--- src/rtl/neighbor_gen_if.sv ---
// Handshake bundle for neighbor_gen: expansion request, wall-map read port and neighbour offer.
// The master modport is the generator's view; slave is the environment (wall map, open-list stage).
interface neighbor_gen_if;
    logic       start;
    logic [7:0] cur_x;
    logic [7:0] cur_y;
    logic       busy;
    logic       wall_rd_en;
    logic [8:0] wall_addr;
    logic       wall_q;
    logic       nb_valid;
    logic       nb_ready;
    logic [7:0] nb_x;
    logic [7:0] nb_y;
    logic [2:0] nb_dir;
    logic       done;
    logic [3:0] nb_count;

    modport master (
        input  start, cur_x, cur_y, wall_q, nb_ready,
        output busy, wall_rd_en, wall_addr, nb_valid, nb_x, nb_y, nb_dir, done, nb_count
    );

    modport slave (
        output start, cur_x, cur_y, wall_q, nb_ready,
        input  busy, wall_rd_en, wall_addr, nb_valid, nb_x, nb_y, nb_dir, done, nb_count
    );
endinterface

--- src/rtl/neighbor_gen.sv ---
// Grid neighbour generator: walks the 4 (or 8 with NEIGHBOR_DIAGONAL_EN) neighbours of a node,
// skips out-of-bounds and walled candidates, and offers the rest over a valid/ready handshake.
//
// state    | meaning
// IDLE     | waiting for start
// GEN      | candidate chosen; wall read issued if in bounds, else skipped
// WALL_CHK | wall bit returned; blocked candidates are skipped
// EMIT     | offer held on nb_* until nb_ready
// DONE     | one-cycle done pulse
module neighbor_gen #(
    parameter int GRID_W = 20,
    parameter int GRID_H = 20
) (
    input  logic          Clk,
    input  logic          Reset,
    neighbor_gen_if.master bus
);

`ifdef NEIGHBOR_DIAGONAL_EN
    localparam logic [2:0] LAST_DIR = 3'd7;
`else
    localparam logic [2:0] LAST_DIR = 3'd3;
`endif

    typedef enum logic [2:0] {IDLE, GEN, WALL_CHK, EMIT, DONE} state_t;

    typedef struct packed {
        logic       inb;
        logic [7:0] x;
        logic [7:0] y;
        logic [8:0] addr;
    } cand_t;

    // Signed arithmetic so that x-1 / y-1 at the edge is seen as negative rather than wrapping.
    function automatic cand_t make_cand(input logic [2:0] d, input logic [7:0] px,
                                        input logic [7:0] py);
        cand_t c;
        int    dx;
        int    dy;
        int    cx;
        int    cy;
        int    lin;
        dx = 0;
        dy = 0;
        case (d)
            3'd0:    dy = -1;
            3'd1:    dx = 1;
            3'd2:    dy = 1;
            3'd3:    dx = -1;
            3'd4:    begin dx = 1;  dy = -1; end
            3'd5:    begin dx = 1;  dy = 1;  end
            3'd6:    begin dx = -1; dy = 1;  end
            default: begin dx = -1; dy = -1; end
        endcase
        cx     = int'(px) + dx;
        cy     = int'(py) + dy;
        lin    = cy * GRID_W + cx;
        c.inb  = (int'(px) < GRID_W) && (int'(py) < GRID_H) &&
                 (cx >= 0) && (cx < GRID_W) && (cy >= 0) && (cy < GRID_H);
        c.x    = 8'(cx);
        c.y    = 8'(cy);
        c.addr = 9'(lin);
        return c;
    endfunction

    state_t     state;
    logic [7:0] node_x;
    logic [7:0] node_y;
    logic [2:0] dir;
    logic       cand_inb;
    logic [7:0] cand_x;
    logic [7:0] cand_y;

    logic       busy;
    logic       wall_rd_en;
    logic [8:0] wall_addr;
    logic       nb_valid;
    logic [7:0] nb_x;
    logic [7:0] nb_y;
    logic [2:0] nb_dir;
    logic       done;
    logic [3:0] nb_count;

    cand_t      first_cand;
    cand_t      next_cand;
    logic [2:0] dir_next;
    logic       advance;

    assign dir_next   = dir + 3'd1;
    assign first_cand = make_cand(3'd0, bus.cur_x, bus.cur_y);
    assign next_cand  = make_cand(dir_next, node_x, node_y);

    // Current candidate is finished: skipped (bounds or wall) or accepted downstream.
    always_comb begin
        advance = 1'b0;
        case (state)
            GEN:      advance = !cand_inb;
            WALL_CHK: advance = bus.wall_q;
            EMIT:     advance = bus.nb_ready;
            default:  advance = 1'b0;
        endcase
    end

    always_ff @(posedge Clk or negedge Reset) begin
        if (!Reset) begin
            state      <= IDLE;
            node_x     <= 8'd0;
            node_y     <= 8'd0;
            dir        <= 3'd0;
            cand_inb   <= 1'b0;
            cand_x     <= 8'd0;
            cand_y     <= 8'd0;
            busy       <= 1'b0;
            wall_rd_en <= 1'b0;
            wall_addr  <= 9'd0;
            nb_valid   <= 1'b0;
            nb_x       <= 8'd0;
            nb_y       <= 8'd0;
            nb_dir     <= 3'd0;
            done       <= 1'b0;
            nb_count   <= 4'd0;
        end else begin
            wall_rd_en <= 1'b0;
            done       <= 1'b0;
            case (state)
                IDLE: begin
                    if (bus.start) begin
                        node_x     <= bus.cur_x;
                        node_y     <= bus.cur_y;
                        dir        <= 3'd0;
                        nb_count   <= 4'd0;
                        cand_inb   <= first_cand.inb;
                        cand_x     <= first_cand.x;
                        cand_y     <= first_cand.y;
                        wall_rd_en <= first_cand.inb;
                        if (first_cand.inb) wall_addr <= first_cand.addr;
                        busy       <= 1'b1;
                        state      <= GEN;
                    end
                end
                GEN: begin
                    if (cand_inb) state <= WALL_CHK;
                end
                WALL_CHK: begin
                    if (!bus.wall_q) begin
                        nb_valid <= 1'b1;
                        nb_x     <= cand_x;
                        nb_y     <= cand_y;
                        nb_dir   <= dir;
                        state    <= EMIT;
                    end
                end
                EMIT: begin
                    if (bus.nb_ready) begin
                        nb_valid <= 1'b0;
                        nb_count <= nb_count + 4'd1;
                    end
                end
                DONE: begin
                    busy  <= 1'b0;
                    state <= IDLE;
                end
                default: state <= IDLE;
            endcase

            if (advance) begin
                if (dir == LAST_DIR) begin
                    done  <= 1'b1;
                    state <= DONE;
                end else begin
                    dir        <= dir_next;
                    cand_inb   <= next_cand.inb;
                    cand_x     <= next_cand.x;
                    cand_y     <= next_cand.y;
                    wall_rd_en <= next_cand.inb;
                    if (next_cand.inb) wall_addr <= next_cand.addr;
                    state      <= GEN;
                end
            end
        end
    end

    assign bus.busy       = busy;
    assign bus.wall_rd_en = wall_rd_en;
    assign bus.wall_addr  = wall_addr;
    assign bus.nb_valid   = nb_valid;
    assign bus.nb_x       = nb_x;
    assign bus.nb_y       = nb_y;
    assign bus.nb_dir     = nb_dir;
    assign bus.done       = done;
    assign bus.nb_count   = nb_count;

endmodule

--- src/flat_wrapper.sv ---
// flat-port wrapper written by rule: the top's interface ports become plain ports
module neighbor_gen_flat 
#(
    parameter int GRID_W = 20,
    parameter int GRID_H = 20
)
  (Clk, Reset, bus_start, bus_cur_x, bus_cur_y, bus_wall_q, bus_nb_ready, bus_busy, bus_wall_rd_en, bus_wall_addr, bus_nb_valid, bus_nb_x, bus_nb_y, bus_nb_dir, bus_done, bus_nb_count);
  neighbor_gen_if bus_i ();
  input  logic Clk;
  input  logic Reset;
  input wire logic [$bits(bus_i.start)-1:0] bus_start;
  input wire logic [$bits(bus_i.cur_x)-1:0] bus_cur_x;
  input wire logic [$bits(bus_i.cur_y)-1:0] bus_cur_y;
  input wire logic [$bits(bus_i.wall_q)-1:0] bus_wall_q;
  input wire logic [$bits(bus_i.nb_ready)-1:0] bus_nb_ready;
  output wire logic [$bits(bus_i.busy)-1:0] bus_busy;
  output wire logic [$bits(bus_i.wall_rd_en)-1:0] bus_wall_rd_en;
  output wire logic [$bits(bus_i.wall_addr)-1:0] bus_wall_addr;
  output wire logic [$bits(bus_i.nb_valid)-1:0] bus_nb_valid;
  output wire logic [$bits(bus_i.nb_x)-1:0] bus_nb_x;
  output wire logic [$bits(bus_i.nb_y)-1:0] bus_nb_y;
  output wire logic [$bits(bus_i.nb_dir)-1:0] bus_nb_dir;
  output wire logic [$bits(bus_i.done)-1:0] bus_done;
  output wire logic [$bits(bus_i.nb_count)-1:0] bus_nb_count;
  assign bus_i.start = bus_start;
  assign bus_i.cur_x = bus_cur_x;
  assign bus_i.cur_y = bus_cur_y;
  assign bus_i.wall_q = bus_wall_q;
  assign bus_i.nb_ready = bus_nb_ready;
  assign bus_busy = bus_i.busy;
  assign bus_wall_rd_en = bus_i.wall_rd_en;
  assign bus_wall_addr = bus_i.wall_addr;
  assign bus_nb_valid = bus_i.nb_valid;
  assign bus_nb_x = bus_i.nb_x;
  assign bus_nb_y = bus_i.nb_y;
  assign bus_nb_dir = bus_i.nb_dir;
  assign bus_done = bus_i.done;
  assign bus_nb_count = bus_i.nb_count;
  neighbor_gen #(.GRID_W(GRID_W), .GRID_H(GRID_H)) u_core (.Clk(Clk), .Reset(Reset), .bus(bus_i));
endmodule
--- config.mk ---
export PLATFORM = sky130hd
export DESIGN_NAME = neighbor_gen_flat
export DESIGN_NICKNAME = d
export VERILOG_FILES = /design/src/rtl/neighbor_gen_if.sv /design/src/rtl/neighbor_gen.sv /design/src/flat_wrapper.sv
export SDC_FILE = /design/constraint.sdc
export NUM_CORES = 1
export LEC_CHECK = 0
export ABC_AREA = 0
export CELL_PAD_IN_SITES_DETAIL_PLACEMENT = 1
export CELL_PAD_IN_SITES_GLOBAL_PLACEMENT = 2
export CORE_ASPECT_RATIO = 1.1
export CORE_MARGIN = 8
export CORE_UTILIZATION = 39
export DETAILED_ROUTE_END_ITERATION = 6
export GPL_TIMING_DRIVEN = 0
export HOLD_SLACK_MARGIN = 0.1
export PLACE_DENSITY = 0.95
export SETUP_SLACK_MARGIN = 0.5
export SLEW_MARGIN = 20
export SYNTH_ARGS = -nofsm -noshare
export SYNTH_HDL_FRONTEND = slang
export SYNTH_SLANG_ARGS = --single-unit
--- constraint.sdc ---
create_clock -name Clk -period 8.2 [get_ports Clk]
set_clock_uncertainty 0.1 [all_clocks]
set_input_delay 1.64 -clock Clk [delete_from_list [all_inputs] [get_ports Clk]]
set_output_delay 1.64 -clock Clk [all_outputs]
set_load 0.05 [all_outputs]
Yosys cells after proc, flatten, opt, wreduce, memory -nomap -nowiden

Index checks and enable logic that the tools add are counted.

Bits in registers: 75
Bits of input ports: 21
Output and inout bits: 36
Word-level logic and storage cells: 126

$add $sub $neg: 7
$mul: 2
Order comparisons: 11
Eq/ne operators: 18
Muxes and demuxes: 45
Bitwise gates (word level): 1
Reductions and logical operators: 26

Operators by type and width:

| operator                                                                              | count |
|---|---|
| 32-bit one-hot mux with 2 select lines                                                | 2 |
| 32-bit by 1-bit greater-or-equal comparator with 1-bit output (second input constant) | 3 |
| 32-bit by 6-bit < comparator with 1-bit output (second input constant)                | 3 |
| 9-bit by 32-bit adder with 32-bit output                                              | 2 |
| 32-bit by 4-bit multiplier with 7-bit output (second input constant)                  | 2 |
| 8-bit two-way mux                                                                     | 8 |
| 9-bit two-way mux                                                                     | 6 |
| 8-bit by 5-bit < comparator with 1-bit output (second input constant)                 | 4 |
| 3-bit two-way mux                                                                     | 9 |
| 9-bit adder                                                                           | 2 |
| 3-bit by 2-bit equality test with 1-bit output (second input constant)                | 5 |
| 1-bit two-way mux                                                                     | 13 |
| 3-bit equality test (second input constant)                                           | 4 |
| 3-bit one-hot mux with 4 select lines                                                 | 1 |
| 9-bit by 1-bit adder with 10-bit output (second input constant)                       | 1 |
| 1-bit logical AND                                                                     | 10 |
| 8-bit by 1-bit greater-or-equal comparator with 1-bit output (second input constant)  | 1 |
| 4-bit two-way mux                                                                     | 2 |
| 4-bit one-hot mux with 2 select lines                                                 | 1 |
| 3-bit by 1-bit equality test with 1-bit output (second input constant)                | 2 |
| 3-bit logical NOT                                                                     | 2 |
| 2-bit != test (second input constant)                                                 | 3 |
| 3-bit by 2-bit != test with 1-bit output (second input constant)                      | 2 |
| 2-bit AND reduction                                                                   | 3 |
| other kinds (13)                                                                      | 19 |

Depth between registers and ports, before layout

Word-level depth: 13
Mapped depth: 22
Gate-level depth less buffers: 20

Least setup slack after synthesis

No wires, ideal clock.

Path type: reg-to-reg
Start: reg u_core.dir[0]
End: reg u_core.wall_addr[8] (netlist: u_core.bus.wall_addr[8])
Library setup time: 0.127 ns
Arrival: 4.706 ns
Required time: 7.973 ns
Path slack: 3.267 ns
Stages on the path, launching flop included: 23
Buffers on the path: 2
Period minus slack after synthesis: 4.933 ns
Cell sequence: dfrtp_1 ha_1 ha_1 nor2b_1 or3_1 buf_2 clkbuf_1 xnor2_1 ha_1 nor2_1 nand2_1 mux2i_1 xor2_2 ha_1 inv_1 fa_1 xnor2_1 ha_1 a21o_1 a31oi_1 xnor2_1 xnor2_1 mux2i_1

Longest elaborated chain between the ends: 13
Elaborated cells between the ends (all ways): 30
Those cells by class: 4 x add/sub; 1 x mul; 4 x order compare; 7 x eq/ne; 5 x mux; 9 x reduce/logical

Ends and longest elaborated chain:

| element                                                                                           | line                | RTL |
|---|---|---|
| start: declaration                                                                                | neighbor_gen.sv:69  | `logic [2:0] dir;` |
| start signal: assignment                                                                          | neighbor_gen.sv:171 | `dir <= dir_next;` |
| parallel branches: the longest is 11 deep, another holds 9-bit by 32-bit adder with 32-bit output | n/a                 |  |
| 9-bit two-way mux (*)                                                                             | neighbor_gen.sv:167 | `if (dir == LAST_DIR) begin` |
| 9-bit two-way mux (*)                                                                             | neighbor_gen.sv:166 | `if (advance) begin` |
| end signal: assignment                                                                            | neighbor_gen.sv:136 | `if (first_cand.inb) wall_addr <= first_cand.addr;` |
| end signal: assignment                                                                            | neighbor_gen.sv:176 | `if (next_cand.inb) wall_addr <= next_cand.addr;` |
| end: declaration                                                                                  | neighbor_gen.sv:76  | `logic [8:0] wall_addr;` |

Every way passes the cells marked *.
A chain may end at the register's enable or synchronous reset.

Worst setup path after layout

Same ends and word-level chain as after synthesis.

==> impl_metrics.json <==
{
  "rsz0062_at_grt": "no",
  "dp_hpwl_mm": 12.83,
  "r2r_start": "u_core.dir[0]",
  "tightest_slew_ns": 0.7345,
  "synth_most_common_cell": "nand2_1",
  "syn_avg_cell_area_um2": 9.372,
  "start_util": 0.3993,
  "placed_cell_area_um2": 6056,
  "path_max_fanout": 10,
  "period_needed_ns": 5.808,
  "port_buffers": 56,
  "synthArstFlopShare": 1.000,
  "yosys-top-cells-count": "nand2_1 (79), dfrtp_1 (75), ha_1 (50)",
  "ys_types": 53,
  "grt_pass1_vias": 4915,
  "ys_seq_area_frac": 0.3557,
  "slew_headroom": 0.5103,
  "synth_edf_count": 0,
  "antenna_found_initial": 0,
  "clk_latency_ns": 0.34,
  "synth.largest_area_cell": "dfrtp_1",
  "maxSlewViolCount": 0,
  "numClockSinks": 75,
  "antenna_left": 0,
  "cts-root-buf": "clkbuf_16",
  "hold_path_startpoint": "u_core.bus.nb_valid",
  "syn2layout_area_growth_pct": 20.20,
  "cts_tree": "yes",
  "min_path_type": "reg -> reg",
  "whs_ns": 0.3818,
  "final_area_um2": 6342,
  "yosys_warnings": 0,
  "critical_path.endpoint_type": "flip-flop",
  "syn_inst": 563,
  "post_drt_wl_per_cell_um": 20.14,
  "overflow": 0,
  "core_area_um2": 13210,
  "tns_ns": 0,
  "min_period_over_period": 0.7083,
  "cts-resized-gates": 0,
  "hold_violations": 0,
  "grt_max_degree": 43,
  "drv_cap": 0,
  "status": "complete, no violations",
  "drtIter0Drc": 202,
  "ioPinCount": 57,
  "firstDrtPassIters": 4,
  "required_ns": 8.32,
  "grt_first_pass_wirelength_mm": 25.89,
  "grt.total_usage": 0.1889,
  "path_class": "reg -> reg",
  "drc_errors": 0,
  "avgViaCountPerCell": 5.600,
  "num_vias": 4463,
  "syn_area_um2": 5276,
  "cts_post_setup_buffers_inserted": 0,
  "num_rows": 44,
  "die_w_um": 126.9,
  "layout.nets": 707,
  "yosys.area.top_type_share": 0.3557,
  "stdcell_count": 797,
  "post_cts_hold_buffer_count": 0,
  "die_area_um2": 17510,
  "worstPathArrival_ns": 5.93,
  "cts-buffers-inserted": 9,
  "synth_seq_cells": 75,
  "synthTopCellsByArea": "dfrtp_1 (36%), ha_1 (12%), nand2_1 (5.6%)",
  "drive_gt1_frac": 0.09434,
  "fill_cells": 1565,
  "drt-total-wl_mm": 16.05,
  "placed_cells": 781,
  "max_freq_ghz": 0.1722,
  "yosys_most_used_dff": "dfrtp_1",
  "routabilityCongestion": 0.8640,
  "dieHeight_um": 138.0,
  "crit_start": "u_core.dir[0]",
  "htree_num_levels": 3,
  "cts_buffer_depth": 2,
  "critPathLaunchType": "flip-flop",
  "clkSlewWorstSetupHoldPaths_ns": 0.06,
  "synth_nets": 639,
  "diodes": 0,
  "final-setup-viol-count": 0
}
-- cell families after synthesis --
logic type	Yosys count	share of synthesized area
AND/OR/NAND/NOR	191	0.1788
flip-flops	75	0.3557
XOR/XNOR	42	0.07399
adder cells (fa/ha/maj)	55	0.1375
AO/OA/AOI/OAI	97	0.1107
multiplexers	47	0.09723
buffers and inverters	56	0.04601
-- metal layers --
layer	GRT usage	vias up	part of all wire
met5	0	-	0
met4	0.07077	0	0.024
met3	0.03038	24	0.037
met2	0.3587	74	0.53
met1	0.2078	2242	0.41
li1	-	2123	-
-- registers in the layout (all words and copies together), names as in the netlist, 3 cells and up --
signal                count
u_core.bus.nb_y           8
u_core.bus.wall_addr      9
u_core.node_x             8
u_core.node_y             8
u_core.bus.nb_x           8
u_core.dir                3
u_core.bus.nb_count       4
u_core.cand_y             8
u_core.cand_x             8
u_core.state              3
u_core.bus.nb_dir         3
-- worst max-delay path, stage by stage (launching register included) --
cell,delay [ns]
dfrtp_1,0.51
ha_1,0.27
ha_1,0.40
nor2b_1,0.42
or3_1,0.18
buf_2,0.16
clkbuf_1,0.38
xnor2_1,0.12
ha_1,0.27
nor2_1,0.23
nand2_1,0.09
mux2i_1,0.22
xor2_2,0.41
ha_1,0.22
inv_1,0.06
fa_1,0.42
xnor2_1,0.18
ha_1,0.29
a21o_1,0.20
a31oi_1,0.18
xnor2_1,0.16
xnor2_1,0.14
mux2i_1,0.08
-- metrics by stage --
stage	worst slack, ns	util
global route	1.999	0.4800
floorplan	3.267	-
CTS	2.405	0.4800
finish	2.392	0.4800
detailed placement	2.452	0.4583
global placement	2.632	0.4570
-- cell usage in the layout (no fill, tap or decap), types with 7 or more instances in the layout --
cell and n:
nand2_1 79, dfrtp_1 75, clkdlybuf4s50_1 55, ha_1 50
o21ai_0 34, nor2_1 31, clkbuf_1 26, xnor2_1 26
inv_1 24, a21oi_1 24, mux2i_1 22, mux2_2 22
xor2_1 13, nand3_1 12, nor3_1 12, nor4_1 9
clkbuf_16 9, nand4_1 8, a21o_1 7
-- final timing paths --
kind	end	slack [ns]	depth (start not counted)
hold / removal	u_core.bus.nb_valid	0.38	1
min in group asynchronous	u_core.cand_x[0]	1.16	1
hold reg to reg	u_core.bus.nb_valid	0.38	1
setup reg to reg	u_core.bus.wall_addr[8]	2.39	22
setup / recovery	u_core.bus.wall_addr[8]	2.39	22
max in group asynchronous	u_core.bus.nb_y[5]	6.26	2
-- area by class of cell --
class | instances | area (µm²) | share of cell area
Sequential cell | 75 | 1877 | 0.2959
Clock buffer | 11 | 232.7 | 0.03669
Multi-Input combinational cell | 432 | 3157 | 0.4977
Timing Repair Buffer | 57 | 578.1 | 0.09114
Inverter | 26 | 97.59 | 0.01539
Tap cell | 161 | 201.4 | 0.03176
Clock inverter | 5 | 53.80 | 0.008483
Buffer | 30 | 145.1 | 0.02288
Power is left out: the tool's default activity adds up to more than one toggle a clock period on the data nets, which glitch-free logic cannot reach.
